$ cat config.mk
export PLATFORM = sky130hd
export DESIGN_NAME = vga_timing_gen_flat
export DESIGN_NICKNAME = d
export VERILOG_FILES = /design/src/rtl/vga_timing_if.sv /design/src/rtl/vga_timing_gen.sv /design/src/flat_wrapper.sv
export SDC_FILE = /design/constraint.sdc
export NUM_CORES = 1
export LEC_CHECK = 0
export CAP_MARGIN = 15
export CELL_PAD_IN_SITES_DETAIL_PLACEMENT = 1
export CELL_PAD_IN_SITES_GLOBAL_PLACEMENT = 2
export CORE_AREA = 2 2 74 76
export DETAILED_ROUTE_END_ITERATION = 8
export DIE_AREA = 0 0 76 78
export DONT_BUFFER_PORTS = 1
export PLACE_DENSITY_LB_ADDON = 0.3
export SLEW_MARGIN = 20
export SYNTH_ARGS = -nofsm -noshare
export SYNTH_HDL_FRONTEND = slang
export SYNTH_SLANG_ARGS = --single-unit
$ cat constraint.sdc
create_clock -name clk -period 3.3 [get_ports clk]
set_input_delay 0.99 -clock clk [delete_from_list [all_inputs] [get_ports clk]]
set_output_delay 0.99 -clock clk [all_outputs]
set_load 0.02 [all_outputs]
$ cat src/rtl/vga_timing_if.sv
// Video timing bundle from the raster generator to the pixel/colour stage.
interface vga_timing_if #(
  parameter int unsigned POS_W = 11
);
  logic             Hsync;
  logic             Vsync;
  logic [POS_W-1:0] Hpos;
  logic [POS_W-1:0] Vpos;
  logic             active;
  logic             vblank;
  logic             line_start;
  logic             frame_start;

  modport master (
    output Hsync, Vsync, Hpos, Vpos, active, vblank, line_start, frame_start
  );

  modport slave (
    input Hsync, Vsync, Hpos, Vpos, active, vblank, line_start, frame_start
  );
endinterface

$ cat src/rtl/vga_timing_gen.sv
// Parametrised VGA raster timing generator: position counters plus registered sync and
// blanking strobes, all decoded from the next counter values so they align with Hpos/Vpos.
module vga_timing_gen #(
  parameter int unsigned H_ACTIVE   = 640,
  parameter int unsigned H_FP       = 16,
  parameter int unsigned H_SYNC     = 96,
  parameter int unsigned H_BP       = 48,
  parameter int unsigned V_ACTIVE   = 480,
  parameter int unsigned V_FP       = 10,
  parameter int unsigned V_SYNC     = 2,
  parameter int unsigned V_BP       = 33,
  parameter bit          H_SYNC_POL = 1'b0,
  parameter bit          V_SYNC_POL = 1'b0,
  parameter int unsigned POS_W      = 11
) (
  input logic          clk,
  input logic          reset,
  input logic          enable,
  vga_timing_if.master vid
);

  localparam int unsigned HTotal = H_ACTIVE + H_FP + H_SYNC + H_BP;
  localparam int unsigned VTotal = V_ACTIVE + V_FP + V_SYNC + V_BP;

  localparam logic [POS_W-1:0] HLast      = POS_W'(HTotal - 1);
  localparam logic [POS_W-1:0] VLast      = POS_W'(VTotal - 1);
  localparam logic [POS_W-1:0] HActive    = POS_W'(H_ACTIVE);
  localparam logic [POS_W-1:0] VActive    = POS_W'(V_ACTIVE);
  localparam logic [POS_W-1:0] HSyncStart = POS_W'(H_ACTIVE + H_FP);
  localparam logic [POS_W-1:0] HSyncEnd   = POS_W'(H_ACTIVE + H_FP + H_SYNC);
  localparam logic [POS_W-1:0] VSyncStart = POS_W'(V_ACTIVE + V_FP);
  localparam logic [POS_W-1:0] VSyncEnd   = POS_W'(V_ACTIVE + V_FP + V_SYNC);

  logic [POS_W-1:0] hpos_q, hpos_d;
  logic [POS_W-1:0] vpos_q, vpos_d;
  logic hsync_q, hsync_d;
  logic vsync_q, vsync_d;
  logic active_q, active_d;
  logic vblank_q, vblank_d;
  logic line_start_q, line_start_d;
  logic frame_start_q, frame_start_d;

  always_comb begin
    hpos_d = hpos_q + POS_W'(1);
    vpos_d = vpos_q;
    if (hpos_q == HLast) begin
      hpos_d = '0;
      vpos_d = (vpos_q == VLast) ? '0 : vpos_q + POS_W'(1);
    end

    // Strobes are decoded from the advanced counters so they land on the same edge.
    hsync_d       = ((hpos_d >= HSyncStart) && (hpos_d < HSyncEnd)) ? H_SYNC_POL : ~H_SYNC_POL;
    vsync_d       = ((vpos_d >= VSyncStart) && (vpos_d < VSyncEnd)) ? V_SYNC_POL : ~V_SYNC_POL;
    active_d      = (hpos_d < HActive) && (vpos_d < VActive);
    vblank_d      = (vpos_d >= VActive);
    line_start_d  = (hpos_d == '0);
    frame_start_d = (hpos_d == '0) && (vpos_d == '0);
  end

  always_ff @(posedge clk) begin
    if (reset) begin
      // Last back-porch pixel of the last line: the first tick lands on (0,0).
      hpos_q        <= HLast;
      vpos_q        <= VLast;
      hsync_q       <= ~H_SYNC_POL;
      vsync_q       <= ~V_SYNC_POL;
      active_q      <= 1'b0;
      vblank_q      <= 1'b1;
      line_start_q  <= 1'b0;
      frame_start_q <= 1'b0;
    end else if (enable) begin
      hpos_q        <= hpos_d;
      vpos_q        <= vpos_d;
      hsync_q       <= hsync_d;
      vsync_q       <= vsync_d;
      active_q      <= active_d;
      vblank_q      <= vblank_d;
      line_start_q  <= line_start_d;
      frame_start_q <= frame_start_d;
    end
  end

  assign vid.Hsync       = hsync_q;
  assign vid.Vsync       = vsync_q;
  assign vid.Hpos        = hpos_q;
  assign vid.Vpos        = vpos_q;
  assign vid.active      = active_q;
  assign vid.vblank      = vblank_q;
  assign vid.line_start  = line_start_q;
  assign vid.frame_start = frame_start_q;

endmodule
$ cat src/flat_wrapper.sv
// flat-port wrapper written by rule: the top's interface ports become plain ports
module vga_timing_gen_flat 
#(
  parameter int unsigned H_ACTIVE   = 640,
  parameter int unsigned H_FP       = 16,
  parameter int unsigned H_SYNC     = 96,
  parameter int unsigned H_BP       = 48,
  parameter int unsigned V_ACTIVE   = 480,
  parameter int unsigned V_FP       = 10,
  parameter int unsigned V_SYNC     = 2,
  parameter int unsigned V_BP       = 33,
  parameter bit          H_SYNC_POL = 1'b0,
  parameter bit          V_SYNC_POL = 1'b0,
  parameter int unsigned POS_W      = 11
)
  (clk, reset, enable, vid_Hsync, vid_Vsync, vid_Hpos, vid_Vpos, vid_active, vid_vblank, vid_line_start, vid_frame_start);
  vga_timing_if #(.POS_W(POS_W)) vid_i ();
  input logic clk;
  input logic reset;
  input logic enable;
  output wire logic [$bits(vid_i.Hsync)-1:0] vid_Hsync;
  output wire logic [$bits(vid_i.Vsync)-1:0] vid_Vsync;
  output wire logic [$bits(vid_i.Hpos)-1:0] vid_Hpos;
  output wire logic [$bits(vid_i.Vpos)-1:0] vid_Vpos;
  output wire logic [$bits(vid_i.active)-1:0] vid_active;
  output wire logic [$bits(vid_i.vblank)-1:0] vid_vblank;
  output wire logic [$bits(vid_i.line_start)-1:0] vid_line_start;
  output wire logic [$bits(vid_i.frame_start)-1:0] vid_frame_start;
  assign vid_Hsync = vid_i.Hsync;
  assign vid_Vsync = vid_i.Vsync;
  assign vid_Hpos = vid_i.Hpos;
  assign vid_Vpos = vid_i.Vpos;
  assign vid_active = vid_i.active;
  assign vid_vblank = vid_i.vblank;
  assign vid_line_start = vid_i.line_start;
  assign vid_frame_start = vid_i.frame_start;
  vga_timing_gen #(.H_ACTIVE(H_ACTIVE), .H_FP(H_FP), .H_SYNC(H_SYNC), .H_BP(H_BP), .V_ACTIVE(V_ACTIVE), .V_FP(V_FP), .V_SYNC(V_SYNC), .V_BP(V_BP), .H_SYNC_POL(H_SYNC_POL), .V_SYNC_POL(V_SYNC_POL), .POS_W(POS_W)) u_core (.clk(clk), .reset(reset), .enable(enable), .vid(vid_i));
endmodule
==> flow_summary.toml, run 1 <==
[sta]
slew_headroom = 0.551
setup_tns_ns = 0
period_share = 0.827
finalHoldViolCount = 0
finClkSkew_ns = 0.00323
slew_viol_final = 0
tightest_slew_ns = 0.668
fmaxAchievable_ghz = 0.366
period_minus_slack_ns = 2.73
final-setup-viol-count = 0
grt_setup_unrepaired = "false"

[critical_path]
start_kind = "flop"
cp-startpoint = "u_core.vid.Hpos[3]$_SDFFE_PP1P_"
worst_setup_path_end_kind = "flop"
crit_path_top_delay_cell = "dfxtp_1"
r2r_start = "u_core.vid.Hpos[3]$_SDFFE_PP1P_"
crit_chain = "and4_1 -> nand4_1 -> nor2_1 -> xnor2_1 -> or4_4 -> nor4_2 -> a21oi_1"
crit_family = "simple AND/OR/NAND/NOR gates"
slowest_delay_ns = 0.61
cp_max_fo = 12
required_ns = 3.47
critPathBufInv = 0
crit_type = "reg2reg"
crit_arrival_ns = 2.90
r2r-end = "u_core.vid.Vsync$_SDFFE_PP1P_"
rr_worst_depth = 7
r2r_slack_ns = 0.57
crit_cells = 7
worstSetupEndpoint = "u_core.vid.Vsync$_SDFFE_PP1P_"

[cts]
cts.htree.levels = 1
post-cts-setup-buffer-count = 0
cts-buffers-inserted = 3
cts.sinks = 28
clk_latency_ns = 0.27
cts.clk_slew.worst_paths_ns = 0.10
cts-root-buf = "clkbuf_8"
ctsResizeCount = 0
hold_buffers = 0
cts_tree = "yes"
clock_path_buffers = 2

[yosys]
async_flop_share = 0
syn_area_per_cell_um2 = 7.90
synth_seq_area_share = 0.310
netlist_area_um2 = 1810
synthFlopType = "dfxtp_1"
ys_types = 48
synth_cells = 229
yosys_warnings = 0
syn-num-nets = 235
synth-seq-cells = 28
synth_edf_count = 0

[worst_hold_path]
hold_class = "reg2reg"

[grt]
grtUsageTotal = 0.180
grt_first_pass_wirelength_um = 8540
antenna_found_initial = 0
grt_max_degree = 30
grt.overflow.total = 0
grt_pass1_vias = 1713

[floorplan]
io_pins = 31
die_w_um = 76
rows = 26
core_area_um2 = 5040
die_h_um = 78
start_util = 0.359
die_area_um2 = 5930

[routing]
drt_iter0_drc = 63
dr_total_vias = 1628
ant_nets = 0
routed_wirelength_um = 5110
first_pass_iters = 4
route.detailed.drc = 0
viasPerCell = 5.61
routedWlPerCell_um = 17.6

[finish]
diodes = 0
finish.net_count = 228
fillers = 623
multi_input_area_um2 = 1130
area_delta_synth_final_pct = 4.43
regArea_um2 = 561
drive_above_1_share = 0.0682
fin_area_um2 = 1890

[place]
placedInstanceArea_um2 = 1850
io_buffers = 0
routabilityCongestion = 0.788
dp_hpwl_um = 3760

[power]
power_leakage_nw = 0.665
ir_drop_mv = 0.166
p_per_area_nw_per_um2 = 436

[run]
max_cap_viol_count = 0

[outcome]
status = "finished, final reports clean"
-- cell families (layout without fill, tap and decap cells) --
family / after synthesis / in the layout / synth area share
buffers and inverters: 24 / 15 / 0.0643
AO/OA/AOI/OAI: 48 / 48 / 0.178
adder cells (fa/ha/maj): 3 / 3 / 0.0207
AND/OR/NAND/NOR: 102 / 102 / 0.309
multiplexers: 2 / 2 / 0.0111
XOR/XNOR: 22 / 22 / 0.106
flip-flops: 28 / 28 / 0.310
-- worst min path at each step --
stage                                        startpoint                                   to  slack [ns]  cells past startpoint
finish              u_core.vid.frame_start$_SDFFE_PP0P_  u_core.vid.frame_start$_SDFFE_PP0P_        0.60                      2
global route             u_core.vid.active$_SDFFE_PP0P_       u_core.vid.active$_SDFFE_PP0P_        0.62                      2
CTS                 u_core.vid.frame_start$_SDFFE_PP0P_  u_core.vid.frame_start$_SDFFE_PP0P_        0.61                      2
detailed placement  u_core.vid.frame_start$_SDFFE_PP0P_  u_core.vid.frame_start$_SDFFE_PP0P_        0.58                      2
global placement         u_core.vid.active$_SDFFE_PP0P_       u_core.vid.active$_SDFFE_PP0P_        0.56                      2
floorplan                u_core.vid.active$_SDFFE_PP0P_       u_core.vid.active$_SDFFE_PP0P_        0.53                      2
-- per-layer routing --
metal  global-route usage  wire [µm]  vias up
met3               0.0419        221        8
met5                    0          0        -
met4               0.0655         92        0
met2                0.314       2480       28
li1                     -          -      808
met1                0.215       2320      784
-- worst reg2reg max path, cell delays in order (launching register included) --
cell and delay, ns:
dfxtp_1 0.61, and4_1 0.52, nand4_1 0.24, nor2_1 0.27
xnor2_1 0.11, or4_4 0.54, nor4_2 0.24, a21oi_1 0.10
-- synthesized netlist by cell type (all sizes together), types with 4 or more instances --
master | count | share of area
a21oi | 13 | 0.036
and3 | 9 | 0.031
o21ai | 11 | 0.030
clkbuf | 11 | 0.024
xnor2 | 11 | 0.053
xor2 | 11 | 0.053
nand2 | 24 | 0.050
inv | 6 | 0.012
buf | 7 | 0.028
nor4 | 6 | 0.036
nand3 | 4 | 0.011
nor2 | 24 | 0.050
nor3 | 12 | 0.033
nand4 | 4 | 0.014
dfxtp | 28 | 0.31
-- cell type report --
type	count	share of cell area
multi-input combinational	177	0.599
clock buffer	3	0.0219
sequential	28	0.297
tap	70	0.0464
inverter	6	0.0119
timing repair buffer	6	0.0238
-- layout by cell type, fill, tap and decap left out, types with 2 or more instances in the layout --
| cell | netlist | final |
|---|---|---|
| nand4_1 | 4 | 4 |
| nand3_1 | 4 | 4 |
| o21bai_1 | 2 | 2 |
| and2_0 | 2 | 2 |
| buf_4 | 4 | 6 |
| nor3_1 | 12 | 12 |
| nor4_2 | 2 | 2 |
| nor4_1 | 3 | 3 |
| nand2_1 | 24 | 24 |
| inv_1 | 6 | 6 |
| nand4b_1 | 2 | 2 |
| clkbuf_8 | 0 | 3 |
| and4_1 | 3 | 3 |
| o21ai_0 | 11 | 11 |
| nand3b_1 | 2 | 2 |
| dfxtp_1 | 28 | 28 |
| o31ai_1 | 3 | 3 |
| and3_1 | 9 | 9 |
| a31oi_1 | 2 | 2 |
| xnor2_1 | 11 | 11 |
| a221o_1 | 2 | 2 |
| a21oi_1 | 13 | 13 |
| a211o_1 | 3 | 3 |
| a41oi_1 | 2 | 2 |
| nand2b_1 | 3 | 3 |
| ha_1 | 3 | 3 |
| o31a_1 | 2 | 2 |
| mux2i_1 | 2 | 2 |
| nor3b_1 | 2 | 2 |
| nor2_1 | 24 | 24 |
| xor2_1 | 11 | 11 |
-- power breakdown --
part | switching (W) | internal (W)
Sequential | 0.0000487 | 0.000357
Combinational | 0.000138 | 0.0000901
Clock | 0.000108 | 0.0000821
Total | 0.000295 | 0.000529
-- sequential cells by signal, summed over array words and instances, names as in the netlist --
register                flops
u_core.vid.Hpos            11
u_core.vid.Vpos            11
u_core.vid.Hsync            1
u_core.vid.Vsync            1
u_core.vid.active           1
u_core.vid.frame_start      1
u_core.vid.line_start       1
u_core.vid.vblank           1
-- per-stage QoR --
| step | instances | setup WS [ns] | util | total power, W | hold slack, ns |
|---|---|---|---|---|---|
| after floorplan | 229 | 0.757 | - | 0.000593 | 0.535 |
| after global placement | 287 | 0.671 | 0.367 | 0.000642 | 0.559 |
| after detailed placement | 287 | 0.577 | 0.367 | 0.000643 | 0.584 |
| after CTS | 290 | 0.552 | 0.375 | 0.000836 | 0.606 |
| after global routing | 290 | 0.300 | 0.375 | 0.000872 | 0.620 |
| final | 290 | 0.569 | 0.375 | 0.000824 | 0.597 |
(Power assumes the default switching activity.)
==> run 2: changes to the inputs <==
--- a/config.mk
+++ b/config.mk
@@ -8,9 +8,9 @@
 export CAP_MARGIN = 15
 export CELL_PAD_IN_SITES_DETAIL_PLACEMENT = 1
 export CELL_PAD_IN_SITES_GLOBAL_PLACEMENT = 2
-export CORE_AREA = 2 2 74 76
+export CORE_AREA = 2 2 78 80
 export DETAILED_ROUTE_END_ITERATION = 8
-export DIE_AREA = 0 0 76 78
+export DIE_AREA = 0 0 80 82
 export DONT_BUFFER_PORTS = 1
 export PLACE_DENSITY_LB_ADDON = 0.3
 export SLEW_MARGIN = 20
==> constraint.sdc (replaced) <==
create_clock -name clk -period 2.42 [get_ports clk]
set_input_delay 0.726 -clock clk [delete_from_list [all_inputs] [get_ports clk]]
set_output_delay 0.726 -clock clk [all_outputs]
set_load 0.02 [all_outputs]
==> flow_summary.toml, run 2 (same netlist as run 1, synthesis figures left out) <==
[outcome]
status = "finished, final reports clean"

[grt]
grt_pass1_vias = 1778
grtUsageMet2 = 0.297
grt.overflow.total = 0
grt_first_pass_wirelength_um = 9170
grtUsageMet1 = 0.239
grtUsageTotal = 0.179
grt_use_met3 = 0.0462
busiest_layer = "met2"
antenna_found_initial = 0
grt_max_degree = 30

[finish]
final_cell_mix = "buf_4, dfxtp_1, nand2_1"
drive_above_1_share = 0.194
layout.cells.non_filler = 322
fin_area_um2 = 2120
area_delta_synth_final_pct = 17.0
finish.net_count = 255
final_common_cell = "buf_4"
diodes = 0

[routing]
routed_wirelength_um = 5610
first_pass_iters = 4
ant_nets = 0
viasPerCell = 5.44
dr_total_vias = 1753
drt_iter0_drc = 61
routedWlPerCell_um = 17.4
route.detailed.drc = 0

[power]
power_leakage_nw = 0.805
p_per_area_nw_per_um2 = 559
p_int_w = 0.000759
comb_power_share = 0.341
power_frac_seq = 0.434
pwr-share-clk = 0.224
ir_drop_mv = 0.317
power.total_w = 0.00118
switchingPower_w = 0.000425
swShare = 0.359

[critical_path]
required_ns = 2.60
crit_chain = "ha_1 -> and4_4 -> and3_1 -> and3_1 -> xnor2_1 -> or4_4 -> nor4_2 -> a21oi_1"
crit_family = "simple AND/OR/NAND/NOR gates"
crit_path_top_delay_cell = "or4_4"
cp_max_fo = 5
crit_type = "reg2reg"
critPathBufInv = 0
crit_top_cell = "and3_1"
slowest_delay_ns = 0.56
worst_setup_path_end_kind = "flop"
start_kind = "flop"
crit_arrival_ns = 2.42

[cts]
clk_latency_ns = 0.28
hold_buffers = 0
cts.clk_slew.worst_paths_ns = 0.10
cts_tree = "yes"
post-cts-setup-buffer-count = 0
clock_path_buffers = 2
cts-buffers-inserted = 3
cts.htree.levels = 1
cts-root-buf = "clkbuf_8"
cts.sinks = 28

[floorplan]
core_area_um2 = 5750
io_pins = 31
die_w_um = 80
rows = 28
die_h_um = 82
die_area_um2 = 6560
start_util = 0.315

[sta]
finalHoldViolCount = 0
slew_headroom = 0.737
setup_tns_ns = 0
fmaxAchievable_ghz = 0.446
finClkSkew_ns = 0.0104
grt_setup_unrepaired = "false"
slew_viol_final = 0
tightest_slew_ns = 0.385
period_share = 0.927
period_minus_slack_ns = 2.24
setup_ws_ns = 0.178
final-setup-viol-count = 0

[place]
place_inst = 319
dp_hpwl_um = 4130
dp_slack_ns = 0.127
routabilityCongestion = 0.789
placedInstanceArea_um2 = 2060
io_buffers = 0

[worst_hold_path]
hold_class = "in2reg"

[run]
max_cap_viol_count = 0
## run 2: power groups by stage
stage / registers, W / clock network [W] / logic (W)
final: 0.000514 / 0.000265 / 0.000404
after global routing: 0.000518 / 0.000301 / 0.000448
after CTS: 0.000513 / 0.000276 / 0.000397
after detailed placement: 0.000524 / 0 / 0.000394
after global placement: 0.000524 / 0 / 0.000394
after floorplan: 0.000555 / 0 / 0.000255
## run 2: stage by stage
stage / utilization / hold WS [ns]
floorplan: - / 0.535
global placement: 0.358 / 0.534
detailed placement: 0.358 / 0.543
CTS: 0.366 / 0.499
global route: 0.368 / 0.486
finish: 0.368 / 0.501
## run 2: final timing paths
check,endpoint,slack [ns],depth (start not counted),from
worst max-delay path,u_core.vid.Vsync$_SDFFE_PP1P_,0.18,8,u_core.vid.Hpos[0]$_SDFFE_PP1P_
worst min-delay path,u_core.vid.line_start$_SDFFE_PP0P_,0.50,1,reset
worst max register to register,u_core.vid.Vsync$_SDFFE_PP1P_,0.18,8,u_core.vid.Hpos[0]$_SDFFE_PP1P_
worst min register to register,u_core.vid.Vpos[2]$_SDFFE_PP1P_,0.55,2,u_core.vid.Vpos[2]$_SDFFE_PP1P_
## run 2: repair_timing
action / 4_1_cts / 5_1_grt
gates resized for setup: 0 / 5
setup endpoints to repair: 0 / 6
endpoints found under the hold margin: 0 / 0
## run 2: metal layers
layer  vias up  wire [µm]
met4         0         48
met1       859       2590
met3         4        287
li1        859          -
met5         -          0
met2        31       2690
## run 2: worst register-to-register path, cell delays in order (launching register included)
cell     delay (ns)
dfxtp_2        0.33
ha_1           0.21
and4_4         0.22
and3_1         0.20
and3_1         0.17
xnor2_1        0.14
or4_4          0.56
nor4_2         0.22
a21oi_1        0.10
## run 2: layout make-up
cell class | instances | area [µm²]
fill | 721 | 3630
multi-input combinational | 177 | 1150
sequential | 28 | 563
timing repair buffer | 33 | 248
tap | 75 | 93.8
clock buffer | 3 | 41.3
inverter | 6 | 22.5
